`src/rtl/bit_deser_capture.sv`:
```
// Serial-to-parallel capture: assembles WIDTH-bit words LSB first from an en-qualified bit stream into a valid/ready holding register.
// Optional even-parity trailer bit when BIT_DESER_PARITY_EN is defined (adds parity_err).
module bit_deser_capture #(
  parameter int WIDTH = 8,
  parameter int CNT_W = $clog2(WIDTH + 1)
) (
  input  logic             clk,
  input  logic             clr,
  input  logic             d,
  input  logic             en,
  input  logic             sync,
  input  logic             out_ready,
  input  logic             ovf_clr,
  output logic             out_valid,
  output logic [WIDTH-1:0] out_data,
  output logic             overflow,
  output logic             abort_pulse,
  output logic [CNT_W-1:0] bit_cnt
`ifdef BIT_DESER_PARITY_EN
  ,
  output logic             parity_err
`endif
);

  typedef enum logic [1:0] {IDLE, SHIFT, PARITY} state_t;

  state_t           state, state_nxt;
  logic [WIDTH-1:0] shreg, shreg_nxt;
  logic [CNT_W-1:0] cnt_nxt;
  logic             last_bit;
  logic             abort;
  logic             complete;
  logic [WIDTH-1:0] word;
  logic             word_perr;
  logic             load;
  logic             drop;

  assign last_bit = (bit_cnt == CNT_W'(WIDTH - 1));

  always_ff @(posedge clk or posedge clr) begin
    if (clr) state <= IDLE;
    else     state <= state_nxt;
  end

  always_comb begin
    state_nxt = state;
    case (state)
      IDLE:   if (en && sync) state_nxt = SHIFT;
      SHIFT: begin
        if (en && !sync && last_bit) begin
`ifdef BIT_DESER_PARITY_EN
          state_nxt = PARITY;
`else
          state_nxt = IDLE;
`endif
        end
      end
      PARITY: begin
        if (en) state_nxt = sync ? SHIFT : IDLE;
      end
      default: state_nxt = IDLE;
    endcase
  end

  // Datapath controls; a sync outside IDLE always restarts the word, even on the completing bit.
  always_comb begin
    shreg_nxt = shreg;
    cnt_nxt   = bit_cnt;
    abort     = 1'b0;
    complete  = 1'b0;
    word      = shreg;
    word_perr = 1'b0;
    if (en && sync) begin
      abort     = (state != IDLE);
      shreg_nxt = {{(WIDTH-1){1'b0}}, d};
      cnt_nxt   = CNT_W'(1);
    end else if (en && state == SHIFT) begin
      for (int i = 0; i < WIDTH; i++) begin
        if (i == int'(bit_cnt)) shreg_nxt[i] = d;
      end
`ifdef BIT_DESER_PARITY_EN
      // bit_cnt saturates at WIDTH-1 while waiting for the parity bit
      cnt_nxt = last_bit ? bit_cnt : bit_cnt + CNT_W'(1);
`else
      complete = last_bit;
      word     = {d, shreg[WIDTH-2:0]};
      cnt_nxt  = last_bit ? '0 : bit_cnt + CNT_W'(1);
`endif
    end else if (en && state == PARITY) begin
      complete  = 1'b1;
      word      = shreg;
      word_perr = ^shreg ^ d;
      cnt_nxt   = '0;
    end
  end

  assign load = complete && (!out_valid || out_ready);
  assign drop = complete && out_valid && !out_ready;

  always_ff @(posedge clk or posedge clr) begin
    if (clr) begin
      shreg       <= '0;
      bit_cnt     <= '0;
      out_valid   <= 1'b0;
      out_data    <= '0;
      overflow    <= 1'b0;
      abort_pulse <= 1'b0;
    end else begin
      shreg       <= shreg_nxt;
      bit_cnt     <= cnt_nxt;
      abort_pulse <= abort;
      if (load) begin
        out_valid <= 1'b1;
        out_data  <= word;
      end else if (out_valid && out_ready) begin
        out_valid <= 1'b0;
      end
      if (drop)         overflow <= 1'b1;
      else if (ovf_clr) overflow <= 1'b0;
    end
  end

`ifdef BIT_DESER_PARITY_EN
  always_ff @(posedge clk or posedge clr) begin
    if (clr)       parity_err <= 1'b0;
    else if (load) parity_err <= word_perr;
  end
`else
  logic unused_perr;
  assign unused_perr = word_perr;
`endif

endmodule

```
`config.mk`:
```
export PLATFORM = sky130hd
export DESIGN_NAME = bit_deser_capture
export DESIGN_NICKNAME = d
export VERILOG_FILES = /design/src/rtl/bit_deser_capture.sv
export SDC_FILE = /design/constraint.sdc
export NUM_CORES = 1
export LEC_CHECK = 0
export ABC_AREA = 1
export BUFFER_PORTS_ARGS = -buffer_cell sky130_fd_sc_hd__buf_4
export CELL_PAD_IN_SITES_DETAIL_PLACEMENT = 1
export CELL_PAD_IN_SITES_GLOBAL_PLACEMENT = 1
export CORE_MARGIN = 4
export CORE_UTILIZATION = 42
export DETAILED_ROUTE_END_ITERATION = 8
export PLACE_DENSITY_LB_ADDON = 0.12
export SETUP_SLACK_MARGIN = 0.05
export SLEW_MARGIN = 20
export SYNTH_ARGS = -nofsm -noshare
export SYNTH_HDL_FRONTEND = slang
export SYNTH_SLANG_ARGS = --single-unit
```
`constraint.sdc`:
```
create_clock -name clk -period 3.1 [get_ports clk]
set_clock_uncertainty 0.05 [all_clocks]
set_input_delay 0.62 -clock clk [delete_from_list [all_inputs] [get_ports clk]]
set_output_delay 0.62 -clock clk [all_outputs]
set_load 0.02 [all_outputs]
```
==> flow_metrics.py <==
metrics = {
    "synthesis": {
        "synth_top_cell_area_share": 0.5042,
        "async_flop_share": 1.000,
        "synthCells": 145,
        "syn_avg_cell_area_um2": 8.215,
        "syn_area_um2": 1191,
        "synth.largest_area_cell": "dfrtp_1",
        "synth_ff_type": "dfrtp_1",
        "synth-edff-count": 0,
        "synth_common_cells": "nand2_1, dfrtp_1, nand3_1, inv_1, nand4_1",
        "ys.warnings.count": 0,
        "yosys.cell_count.top_type": "nand2_1",
        "ys_ff_latch": 24,
        "synth.area.top_cells": "dfrtp_1, nand2_1, nand3_1",
        "ys_types": 19,
        "syn-num-nets": 156,
        "seq_area_frac_synth": 0.5042,
    },
    "min_path": {
        "min_to": "overflow",
        "hold_depth": 2,
        "min-delay-start": "ovf_clr",
        "worstHoldPathType": "in -> reg",
    },
    "sta": {
        "relSlewSlack": 0.3877,
        "post-route-period-util": 0.5488,
        "setup_violations": 0,
        "period_minus_slack_ps": 1701,
        "worst_pin_slew_ps": 917.5,
        "worst_slack_ps": 1399,
        "max_freq_mhz": 587.8,
        "hold_viol": 0,
        "slew_viol_final": 0,
        "grt_setup_unrepaired": "false",
        "setup-tns-final_ps": 0,
    },
    "critical_path": {
        "cp-end-kind": "primary output",
        "crit_chain": "buf_4",
        "cp-start-kind": "flop",
        "cpMaxStageDelayCell": "dfrtp_1",
        "worst_r2r_endpoint": "out_data[2]",
        "regToRegSetupSlack_ps": 1480,
        "worstReg2RegStart": "bit_cnt[1]",
        "critPathMaxStageDelay_ps": 530,
        "crit_family": "flip-flops",
        "worst_ep_required_time_ps": 2430,
        "critPathBufInv": 1,
        "criticalPathCategory": "reg -> out",
        "path_max_fanout": 8,
        "cp.arrival_ps": 1030,
        "r2r_cells": 6,
    },
    "cells_and_area": {
        "multi_input_area_um2": 499.2,
        "n_fill_cell": 358,
        "synthToLayoutAreaGrowth_pct": 17.54,
        "layout.nets": 179,
        "fin_util": 0.5121,
        "drive_above_1_share": 0.1856,
        "diodes": 0,
        "regArea_um2": 600.6,
    },
    "clocking": {
        "numCtsBuffers": 3,
        "cts_tree": "built",
        "clk_latency_ps": 300,
        "htree_levels": 1,
        "cts_setup_buffers": 0,
        "clock-sinks": 24,
        "cts_resized": 0,
        "holdBufCountCts": 0,
        "clk_pin_slew_ps": 130,
        "clock-root-buffer": "clkbuf_4",
        "cts_buffer_depth": 2,
    },
    "detailed_routing": {
        "firstDrtPassIters": 4,
        "vias_per_cell": 4.970,
        "drc": 0,
        "wl_per_cell_um": 13.99,
        "wl_um": 2770,
        "ant_nets": 0,
        "routed-via-count": 984,
        "drt_iter0_markers": 41,
    },
    "grt": {
        "antenna_found_initial": 0,
        "grt_usage": 0.1686,
        "grt_pass1_vias": 1048,
        "grt_max_degree": 25,
        "grt-ovfl-total": 0,
        "grt_pass1_wl_um": 4712,
    },
    "power": {
        "p_per_area_nw_per_um2": 541.6,
        "vdd_drop_max_v": 0.0003165,
        "p_leak_uw": 0.0007994,
    },
    "placement": {
        "place_ws_ps": 1285,
        "port_buffers": 21,
        "hpwl_um": 2056,
        "gp_congestion": 0.7249,
    },
    "floorplanning": {
        "die_w_um": 61.26,
        "initial_core_util": 0.4357,
        "fp.dieH_um": 61.26,
        "die_area_um2": 3752,
        "core_um2": 2734,
        "pin_count": 22,
        "rows": 19,
    },
    "run_status": {
        "status": "finished clean",
    },
    "job": {
        "cap_violations": 0,
    },
}
-- cell type report --
| cell class | instances | share of cell area |
|---|---|---|
| well taps | 31 | 0.02770 |
| flip-flops and latches | 24 | 0.4290 |
| repair buffers | 21 | 0.1126 |
| clock buffers | 4 | 0.02592 |
| inverters | 18 | 0.04826 |
| multi-input cells | 100 | 0.3566 |
-- logic make-up (layout without fill, tap and decap cells) --
family,Yosys count,in the layout,synth area share
adders and majority gates,4,4,0.04202
DFF,24,24,0.5042
and+or+nand+nor,89,89,0.3424
buffers and inverters,21,43,0.07667
AOI/OAI and AO/OA,7,7,0.03466
-- how the worst max path moves through the flow --
stage | start | endpoint | slack, ps | cells after the start
6_report | bit_cnt[2] | bit_cnt[2] | 1400 | 1
4_1_cts | bit_cnt[2] | bit_cnt[2] | 1380 | 1
3_3_place_gp | en | shreg[1] | 1370 | 6
2_1_floorplan | bit_cnt[1] | out_data[7] | 1710 | 6
5_1_grt | bit_cnt[2] | bit_cnt[2] | 1320 | 1
3_5_place_dp | en | shreg[6] | 1280 | 6
-- routing by layer --
layer  part of all wire  routed length (um)  GRT usage  vias to the layer above
li1                   -                   -          -                      506
met1               0.46                1279     0.2230                      458
met2               0.49                1361     0.2915                       18
met3              0.039                 108    0.01887                        2
met4             0.0076                  21    0.04644                        0
met5                  0                   0          0                        -
-- flip-flops by register name (all words and copies together) (netlist names) --
signal       count
out_data         8
shreg            8
state            1
bit_cnt          4
out_valid        1
overflow         1
abort_pulse      1
-- placed cells by master (no fill, tap or decap), drive strengths merged --
| master | netlist | layout |
|---|---|---|
| buf | 3 | 21 |
| nor2 | 7 | 7 |
| clkbuf | 0 | 4 |
| clkinv | 1 | 1 |
| nand2 | 53 | 53 |
| nand4 | 8 | 8 |
| o21ai | 4 | 4 |
| nand3 | 21 | 21 |
| o211ai | 1 | 1 |
| ha | 4 | 4 |
| a21oi | 2 | 2 |
| dfrtp | 24 | 24 |
| inv | 17 | 17 |
-- stage by stage --
step	power (uW)	hold WS (ps)	area, um^2	std cells
after global placement	594.1	405.9	1364	194
after detailed placement	603.6	411.3	1364	194
after floorplan	525.0	403.4	1191	145
final	758.2	404.5	1400	198
after CTS	772.2	391.8	1400	198
after global routing	817.8	393.0	1400	198
-- power by group --
group / switching, uW / internal [uW]
Sequential: 39.1 / 358
Clock: 90.1 / 71.6
Combinational: 125 / 74.5
Total: 254 / 504
(Power assumes the default switching activity.)
